<file path="config.mk">
export PLATFORM = sky130hd
export DESIGN_NAME = mem_word_xfer
export DESIGN_NICKNAME = d
export VERILOG_FILES = /design/src/rtl/mem_xfer_pkg.sv /design/src/rtl/xfer_beat_ctr.sv /design/src/rtl/mem_word_xfer.sv
export SDC_FILE = /design/constraint.sdc
export NUM_CORES = 1
export LEC_CHECK = 0
export ABC_AREA = 1
export BUFFER_PORTS_ARGS = -buffer_cell sky130_fd_sc_hd__buf_2
export CAP_MARGIN = 20
export CELL_PAD_IN_SITES_DETAIL_PLACEMENT = 1
export CELL_PAD_IN_SITES_GLOBAL_PLACEMENT = 2
export CORE_ASPECT_RATIO = 1.25
export CORE_MARGIN = 5
export CORE_UTILIZATION = 31
export CTS_CLUSTER_DIAMETER = 100
export CTS_CLUSTER_SIZE = 14
export DETAILED_ROUTE_END_ITERATION = 10
export GPL_TIMING_DRIVEN = 0
export HOLD_SLACK_MARGIN = 0.03
export PLACE_DENSITY_LB_ADDON = 0.1
export SYNTH_ARGS = -nofsm -noshare
export SYNTH_HDL_FRONTEND = slang
export SYNTH_SLANG_ARGS = --single-unit
</file>
<file path="constraint.sdc">
create_clock -name clk -period 1.97 [get_ports clk]
set_input_delay 0.197 -clock clk [delete_from_list [all_inputs] [get_ports clk]]
set_output_delay 0.197 -clock clk [all_outputs]
set_load 0.02 [all_outputs]
</file>
<file path="src/rtl/mem_xfer_pkg.sv">
// Shared state encoding and lane helpers for the byte-serial word transfer engine.
package mem_xfer_pkg;

  typedef enum logic [1:0] {
    IDLE = 2'd0,
    XFER = 2'd1,
    TAIL = 2'd2
  } xfer_state_e;

  function automatic int beats_of(input int data_w);
    return data_w / 8;
  endfunction

  // Bit offset of the byte carried by a given beat; out-of-range beats map to lane 0.
  function automatic int unsigned lane_lsb(input int unsigned beat,
                                           input int unsigned beats,
                                           input bit          big_endian);
    if (beat >= beats) return 0;
    return big_endian ? 8 * (beats - 1 - beat) : 8 * beat;
  endfunction

endpackage

</file>
<file path="src/rtl/xfer_beat_ctr.sv">
// Beat index, auto-incrementing memory address and last-beat detect for mem_word_xfer.
module xfer_beat_ctr #(
  parameter int ADDR_W = 16,
  parameter int BEATS  = 2,
  parameter int BW     = 1
) (
  input  logic              clk,
  input  logic              rst_n,
  input  logic              load,
  input  logic              advance,
  input  logic [ADDR_W-1:0] base_addr,
  output logic [ADDR_W-1:0] addr,
  output logic [BW-1:0]     beat,
  output logic              last
);

  logic [BW-1:0] remain;

  // Remaining-beats down-counter gives the terminal count; beat is the lane index.
  assign last = (remain == '0);

  always_ff @(posedge clk or negedge rst_n) begin
    if (!rst_n) begin
      addr   <= '0;
      beat   <= '0;
      remain <= '0;
    end else if (load) begin
      addr   <= base_addr;
      beat   <= '0;
      remain <= BW'(BEATS - 1);
    end else if (advance && !last) begin
      addr   <= addr + 1'b1;
      beat   <= beat + 1'b1;
      remain <= remain - 1'b1;
    end
  end

endmodule

</file>
<file path="src/rtl/mem_word_xfer.sv">
// Byte-serial word transfer engine between a DATA_W datapath word and byte-wide memory.
// Build option: define XFER_BIG_ENDIAN_EN to put the most significant byte at base_addr.
//
// state | meaning
// IDLE  | waiting for start; memory deselected
// XFER  | one memory beat per cycle, address auto-increments
// TAIL  | read only: last byte arrives, word_out loaded, done follows
module mem_word_xfer
  import mem_xfer_pkg::*;
#(
  parameter int DATA_W = 16,
  parameter int ADDR_W = 16
) (
  input  logic              clk,
  input  logic              rst_n,
  input  logic              start,
  input  logic              dir,
  input  logic [ADDR_W-1:0] base_addr,
  input  logic [DATA_W-1:0] word_in,
  output logic [DATA_W-1:0] word_out,
  output logic              busy,
  output logic              done,
  output logic [ADDR_W-1:0] mem_address,
  output logic [7:0]        mem_data,
  output logic              mem_wr,
  output logic              mem_cs,
  input  logic [7:0]        mem_in
);

  localparam int BEATS = beats_of(DATA_W);
  localparam int BW    = (BEATS > 1) ? $clog2(BEATS) : 1;

`ifdef XFER_BIG_ENDIAN_EN
  localparam bit BIG_END = 1'b1;
`else
  localparam bit BIG_END = 1'b0;
`endif

  localparam logic [1:0] ST_IDLE = IDLE;
  localparam logic [1:0] ST_XFER = XFER;
  localparam logic [1:0] ST_TAIL = TAIL;

  logic [1:0]        state;
  logic              dir_q;
  logic [DATA_W-1:0] word_q;
  logic [DATA_W-1:0] asm_q;
  logic [DATA_W-1:0] asm_next;
  logic [DATA_W-1:0] lane_mask;
  logic [BW-1:0]     beat;
  logic [BW-1:0]     beat_nx;
  logic              last_beat;
  logic              cap_valid;
  logic [BW-1:0]     cap_idx;
  logic              accept;
  logic              advance;

  function automatic logic [7:0] lane_byte(input logic [DATA_W-1:0] w,
                                           input logic [BW-1:0]     b);
    return 8'(w >> lane_lsb(32'(b), BEATS, BIG_END));
  endfunction

  assign accept  = (state == ST_IDLE) && start;
  assign advance = (state == ST_XFER);
  assign beat_nx = beat + 1'b1;

  xfer_beat_ctr #(
    .ADDR_W (ADDR_W),
    .BEATS  (BEATS),
    .BW     (BW)
  ) u_beat_ctr (
    .clk       (clk),
    .rst_n     (rst_n),
    .load      (accept),
    .advance   (advance),
    .base_addr (base_addr),
    .addr      (mem_address),
    .beat      (beat),
    .last      (last_beat)
  );

  // Read byte for beat cap_idx arrives one cycle after its address was issued.
  always_comb begin
    lane_mask = DATA_W'(8'hFF) << lane_lsb(32'(cap_idx), BEATS, BIG_END);
    asm_next  = (asm_q & ~lane_mask) |
                (DATA_W'(mem_in) << lane_lsb(32'(cap_idx), BEATS, BIG_END));
  end

  always_ff @(posedge clk or negedge rst_n) begin
    if (!rst_n) begin
      state     <= ST_IDLE;
      dir_q     <= 1'b0;
      word_q    <= '0;
      asm_q     <= '0;
      word_out  <= '0;
      busy      <= 1'b0;
      done      <= 1'b0;
      mem_data  <= 8'h00;
      mem_wr    <= 1'b0;
      mem_cs    <= 1'b1;
      cap_valid <= 1'b0;
      cap_idx   <= '0;
    end else begin
      done      <= 1'b0;
      cap_valid <= advance && !dir_q;
      cap_idx   <= beat;
      if (cap_valid) asm_q <= asm_next;

      case (state)
        ST_IDLE: begin
          if (start) begin
            state    <= ST_XFER;
            dir_q    <= dir;
            word_q   <= word_in;
            busy     <= 1'b1;
            mem_cs   <= 1'b0;
            mem_wr   <= dir;
            mem_data <= dir ? lane_byte(word_in, '0) : 8'h00;
          end
        end
        ST_XFER: begin
          if (last_beat) begin
            mem_cs   <= 1'b1;
            mem_wr   <= 1'b0;
            mem_data <= 8'h00;
            if (dir_q) begin
              state <= ST_IDLE;
              busy  <= 1'b0;
              done  <= 1'b1;
            end else begin
              state <= ST_TAIL;
            end
          end else if (dir_q) begin
            mem_data <= lane_byte(word_q, beat_nx);
          end
        end
        ST_TAIL: begin
          state    <= ST_IDLE;
          busy     <= 1'b0;
          done     <= 1'b1;
          word_out <= asm_next;
        end
        default: state <= ST_IDLE;
      endcase
    end
  end

endmodule
</file>
==> results of run 1 <==
-- kinds of logic (layout without fill, tap and decap cells) --
group / Yosys count / in the layout / share of synthesized area [%]
buffers and inverters: 64 / 165 / 7.01
adder cells (fa/ha/maj): 6 / 6 / 1.90
multiplexers: 14 / 14 / 3.55
AO/OA/AOI/OAI: 101 / 101 / 14.3
AND/OR/NAND/NOR: 203 / 203 / 20.5
flip-flops: 83 / 83 / 52.7
-- stage by stage --
stage / cell area [um^2] / power, mW / util [%] / setup TNS [ns]
3_3_place_gp: 4590 / 6.99 / 36.4 / -10.27
5_1_grt: 4910 / 9.43 / 38.9 / 0
4_1_cts: 4900 / 8.81 / 38.9 / 0
2_1_floorplan: 3940 / 5.73 / - / 0
3_5_place_dp: 4620 / 7.13 / 36.6 / 0
6_report: 4910 / 8.62 / 38.9 / 0
-- how the worst max path moves through the flow --
| stage | start | endpoint | slack [ns] |
|---|---|---|---|
| floorplan | state[0] | u_beat_ctr.addr[0] | 0.48 |
| finish | state[0] | u_beat_ctr.addr[0] | 0.20 |
| CTS | state[0] | u_beat_ctr.addr[0] | 0.01 |
| global placement | rst_n | mem_data[5] | -0.13 |
| detailed placement | state[0] | u_beat_ctr.addr[0] | 0.03 |
| global route | state[1] | mem_wr | 0.04 |
-- placed cells by master, fill, tap and decap left out, types with 2 or more instances in the layout --
cell	synthesis	final
clkbuf_16	0	9
o22a_1	8	8
nor3_1	2	2
buf_6	2	2
nand4_1	2	2
ha_1	6	6
mux2i_1	14	14
nand3_1	23	23
inv_1	40	40
a211oi_1	2	2
o21ai_0	71	71
o22ai_1	4	4
clkbuf_1	8	8
dfrtp_1	82	82
buf_4	2	3
a21oi_1	12	12
buf_2	7	92
o211ai_1	2	2
clkinv_4	1	2
nand2_1	132	132
nor2_1	41	41
inv_2	2	2
-- worst reg2reg max path, stage by stage, from the launching register on --
cell and delay, ns:
dfrtp_1 0.37, inv_1 0.10, ha_1 0.22, nand2_1 0.10, clkbuf_4 0.23, clkinvlp_4 0.21, buf_2 0.25, nand2_1 0.08
o211ai_1 0.08
-- flip-flops by register name (all words and copies together) (netlist names) --
signal and cells:
word_out 16, mem_cs 1, dir_q 1, cap_valid 1, done 1, busy 1
cap_idx 1, mem_data 8, u_beat_ctr.beat 1, u_beat_ctr.addr 16, asm_q 16, state 2
u_beat_ctr.remain 1, mem_wr 1, word_q 16
-- power groups by stage --
stage | Combinational, mW | Sequential [mW] | Clock [mW]
after global routing | 4.45 | 3.22 | 1.76
after floorplan | 2.19 | 3.54 | 0
after CTS | 4.03 | 3.11 | 1.67
after detailed placement | 4.00 | 3.13 | 0
final | 3.91 | 3.10 | 1.61
after global placement | 3.89 | 3.09 | 0
-- layer usage --
layer / vias to the layer above / part of all wire (%) / GRT usage (%)
li1: 1728 / - / -
met1: 1661 / 45 / 19.8
met2: 65 / 51 / 28.3
met3: 7 / 3.2 / 3.12
met4: 0 / 0.92 / 3.90
met5: - / 0 / 0
-- layout make-up --
class                   count  area (um^2)  share of cell area [%]
flip-flops and latches     83         2080                    42.4
clock inverters             3         43.8                   0.893
well taps                 168          210                    4.28
clock buffers               9          225                    4.59
multi-input cells         324         1590                    32.4
inverters                  44          174                    3.55
plain buffers              20          110                    2.24
repair buffers             89          475                    9.69
-- repair_timing --
action,in CTS,in global routing
hold buffers,1,0
resized for setup,0,3
endpoints found under the hold margin,28,0
endpoints found under the setup margin,0,12
==> impl_results.md, run 1 <==
- CP Depth: 8
- Maximum capacitance violations: 0
- Nets: 621
- Combinational Power Share: 45.4%
- Row cnt: 46
- Data required, critical path: 2.18 ns
- Grt ovf: 0
- Worst Reg-to-Reg Cells: 8
- Cell internal pwr: 4.84 mW
- Async SR Flop Fraction: 100%
- Hold path cells: 3
- Top cell type's share of synthesized area: 52.0%
- Max stage delay cell, worst path: dfrtp_1
- Post-CTS setup buffer count: 0
- Dpl cells: 727
- CP peak stage delay: 0.37 ns
- Leading area contributor after synthesis: dfrtp_1
- Most common cell on crit path: nand2_1
- Gpl congestion: 0.785
- Post-Syn Area: 3940 um^2
- Worst hold start: word_in[8]
- Largest net degree at the start of global routing: 56
- Post-Route WL: 11500 um
- Clock latency on the worst-skew pair: 0.33 ns
- Worst Hold End: word_q[8]
- Max-slew violations: 0
- Clock sinks: 83
- Total number of vias: 3461
- Post-synth EDFFs: 0
- Post-DRT Antenna Nets: 0
- Setup Skew: 0.0112 ns
- Clock-pin slew on the worst setup and hold paths: 0.06 ns
- CTS tree: built
- Via/cell ratio: 4.68
- Initial antenna violation count: 0
- R2R Path End: u_beat_ctr.addr[0]
- Core area: 12600 um^2
- Die ar.: 15100 um^2
- Critical path class: register to register
- Dpl hpwl: 8470 um
- Pre-CTS setup slack: 0.0266 ns
- Critical path startpoint category: register
- YS warnings: 0
- First-pass GRT wire length: 19200 um
- Clock Tree Root: clkbuf_16
- Maximum clock frequency: 0.566 GHz
- Synthesized area per cell: 8.37 um^2
- Sequential share of power: 35.9%
- Pre-antenna DRT Iters: 4
- Crit path buf inv count: 4
- DRT iter0 DRCs: 96
- Clock Power Share: 18.6%
- Relative slew slack: 62.5%
- WP data arrival: 1.98 ns
- IO Pins: 88
- PD cells: 1760 nW/um^2
- Die Wd: 111 um
- Tcrit/Tclk final: 89.6%
- Fillers: 1552
- Main flop type after synthesis: dfrtp_1
- Die height: 136 um
- Seq cells post-synth: 83
- Cells after synthesis: 471
- P_sw: 3.78 mW
- Share of cells above drive strength 1: 21.0%
- Clock buffer depth: 2
- Syn_nets: 521
- GRT Util Overall: 15.9%
- Hold Violations, Final: 0
- Sw Share: 43.8%
- Count leader, synth: nand2_1
- Setup WS post-layout: 0.205 ns
- Initial Utilization: 31.3%
- Worst Hold Class: input pin to register
- Outcome: finished clean
- P_leak: 2.48 nW
- Area contributors post-synth: dfrtp_1 (52%), nand2_1 (13%), o21ai_0 (9.0%), nor2_1 (3.9%), inv_1 (3.8%)
- Max VDD drop: 0.527 mV
- Post-synthesis sequential area ratio: 52.7%
- Final setup fails: 0
- RSZ-0062 raised after global routing: false
- Worst slew pin tran: 0.563 ns
- Number of global-route vias before repair: 3786
- Worst r2r src: state[0]
- Cts bufs inserted: 9
- Wire per inst: 15.6 um
- Crit-path cells: inv_1 > ha_1 > nand2_1 > clkbuf_4 > clkinvlp_4 > buf_2 > nand2_1 > o211ai_1
- Top Family by Delay on Critical Path: buffers and inverters
- Synth cell count leaders: nand2_1 (132), dfrtp_1 (82), o21ai_0 (71)
- DRC: 0
- Crit path time final: 1.77 ns
- H-tree levels: 3
- Ant. Diodes: 0
- Post-Layout Cell Count: 740
- Crit. End Element: register
- Critical path fanouts, max: 10
- Post-synthesis cell type count: 29
- P&R area growth vs syn: 24.4%
- Worst reg2reg setup slack: 0.20 ns
- Min Hold Slack: 0.0618 ns
- Port-buffer cells: 87
Power figures use the tool's default switching activity.
==> run 2: changes to the inputs <==
Settings changed: SYNTH_HIERARCHICAL from default to 1.
==> run 2 against run 1 <==
Via count rose by 6.4%. Area after synthesis increased by 2.8%. Sequential power shrank 2%. Core utilization increased by 0.34 points. Clock-buffer cell count grew 4. Sequential share of layout area fell by 0.93 points. Design area grew 2.2%. Hold slack better by 0.010 ns. Sequential cell count is the same. First-iteration DRC count rose by 53%. Non-clock buffer count down 4. Clock skew fell by 0.0032 ns. Largest cell class unchanged.
==> impl_results.md, run 2 <==
- Outcome: finished clean
- Dpl cells: 771
- Post-DRT Antenna Nets: 0
- Post-Route WL: 11900 um
- Area contributors post-synth: dfrtp_1 (51%), nand2_1 (16%), o21ai_0 (8.4%), inv_1 (5.6%), nand3_1 (3.2%)
- Hold Violations, Final: 0
- Gpl congestion: 0.759
- GRT Util Overall: 16.1%
- Post-CTS setup buffer count: 0
- Critical path startpoint category: register
- Number of global-route vias before repair: 3895
- DRT iter0 DRCs: 147
- Count leader, synth: nand2_1
- Fillers: 1616
- CTS tree: built
- PD cells: 1680 nW/um^2
- Overall power: 8.42 mW
- Dpl hpwl: 8730 um
- First-pass GRT wire length: 20100 um
- YS warnings: 6
- Adder-cell area share of the yosys netlist: 2.16%
- IO Pins: 88
- Core Util, Final: 39.3%
- Final setup fails: 0
- Critical path class: register to register
- Top cell type's share of synthesized area: 50.6%
- Nets: 665
- WP data arrival: 2.03 ns
- Ant. Diodes: 0
- Largest family of logic cells by synthesized area: simple AND/OR/NAND/NOR gates
- Grt ovf: 0
- Pre-antenna DRT Iters: 4
- Post-Synth Simple-Gate Area: 25.1%
- Commonest cells after routing, fill and taps aside: nand2_1 (177), buf_2 (93), dfrtp_1 (82)
- Compound-gate portion of the synthesized area: 12.4%
- H-tree levels: 3
- Die ar.: 15500 um^2
- Max-slew violations: 0
- Post-synthesis mux area share: 0%
- Initial Utilization: 31.7%
- Synth cell count leaders: nand2_1 (177), dfrtp_1 (82), o21ai_0 (68)
- Clock-pin slew on the worst setup and hold paths: 0.06 ns
- Share of cells above drive strength 1: 22.2%
- DRC: 0
- Cells after synthesis: 515
- Clock latency on the worst-skew pair: 0.33 ns
- Post-Syn Area: 4060 um^2
- Tcrit/Tclk final: 91.8%
- Core area: 12800 um^2
- Clock buffer depth: 2
- Setup_tns: 0 ns
- P&R area growth vs syn: 23.7%
- Leading area contributor after synthesis: dfrtp_1
- Max VDD drop: 0.556 mV
- Crit path time final: 1.81 ns
- Data required, critical path: 2.19 ns
- Die height: 138 um
- Leading cell type in the layout, fill and taps excluded: nand2_1
- Clock Tree Root: clkbuf_16
- Post-synth EDFFs: 0
- Via/cell ratio: 4.69
- Crit. End Element: register
- Maximum clock frequency: 0.553 GHz
- Cts bufs inserted: 9
- Synth Area in XOR/XNOR: 1.08%
- Maximum capacitance violations: 0
- Initial antenna violation count: 0
- Min Hold Slack: 0.0722 ns
- Post-Layout Cell Count: 786
- Main flop type after synthesis: dfrtp_1
- Critical path fanouts, max: 18
- Row cnt: 46
- Clock sinks: 83
- Syn_nets: 566
- P_leak: 2.61 nW
- Post-synthesis sequential area ratio: 51.2%
- Port-buffer cells: 87
- Die Wd: 112 um
- Wire per inst: 15.1 um
- Synthesized area per cell: 7.87 um^2
- Total number of vias: 3683
- Setup Skew: 0.00800 ns
- Post-synthesis cell type count: 27
- Seq cells post-synth: 83
- Relative slew slack: 63.8%
- Worst Hold Class: input pin to register
- Async SR Flop Fraction: 100%
- Largest net degree at the start of global routing: 63
- Worst slew pin tran: 0.543 ns
-- run 2: layout make-up --
class                      count  area, um^2  area share (%)
sequential                    83        2080            41.4
multi-input combinational    350        1650            33.0
buffer                        16        92.6            1.85
clock buffer                  13         250            4.99
clock inverter                 2        12.5           0.249
inverter                      65         244            4.86
timing repair buffer          89         475            9.48
tap                          168         210            4.19
-- run 2: metrics by stage --
step	setup WS [ns]	area (um^2)
3_5_place_dp	-0.304	4730
5_1_grt	-0.00551	5020
4_1_cts	0.0371	5000
3_3_place_gp	-0.252	4700
6_report	0.162	5020
2_1_floorplan	0.211	4060
-- run 2: cells by family after synthesis --
family	Yosys count
buffers and inverters	82
adders and majority gates	7
and+or+nand+nor	242
xor gates and xnor gates	5
AOI/OAI and AO/OA	96
DFF	83
-- run 2: worst paths after layout --
path                       cells past startpoint            start                  to  slack, ns
max                                           11         state[0]  u_beat_ctr/addr[8]       0.16
min                                            3       word_in[8]           word_q[8]       0.07
max reg2reg                                   11         state[0]  u_beat_ctr/addr[8]       0.16
min reg2reg                                    0  u_beat_ctr/beat             cap_idx       0.42
max in group asynchronous                      3            rst_n  u_beat_ctr/addr[9]       1.04
min in group asynchronous                      2            rst_n            state[0]       0.31
-- run 2: layer usage --
layer,GRT usage [%],up-vias,part of all wire (%),wire length [um]
met2,28.8,74,51,6030
met4,4.01,0,1.1,131
met3,2.84,11,3.5,417
met1,20.2,1778,45,5320
li1,-,1820,-,-
met5,0,-,0,0
-- run 2: worst max-delay path, stage by stage, from the launching register on --
cell     delay (ns)
dfrtp_1        0.43
inv_2          0.11
ha_2           0.20
nand2_1        0.10
inv_2          0.15
buf_12         0.17
inv_2          0.05
nand2_1        0.10
inv_2          0.10
a22o_1         0.19
inv_1          0.06
o21ai_2        0.05
-- run 2: timing repair --
item / CTS / global route
pin swaps: 0 / 0
endpoints found under the setup margin: 17 / 13
hold buffers: 1 / 0
gates resized for setup: 5 / 5
hold endpoints to repair: 20 / 0
-- run 2: power by group --
group / switching (mW) / internal, mW
registers: 0.523 / 2.51
logic: 2.59 / 1.24
clock network: 0.665 / 0.882
total: 3.78 / 4.64
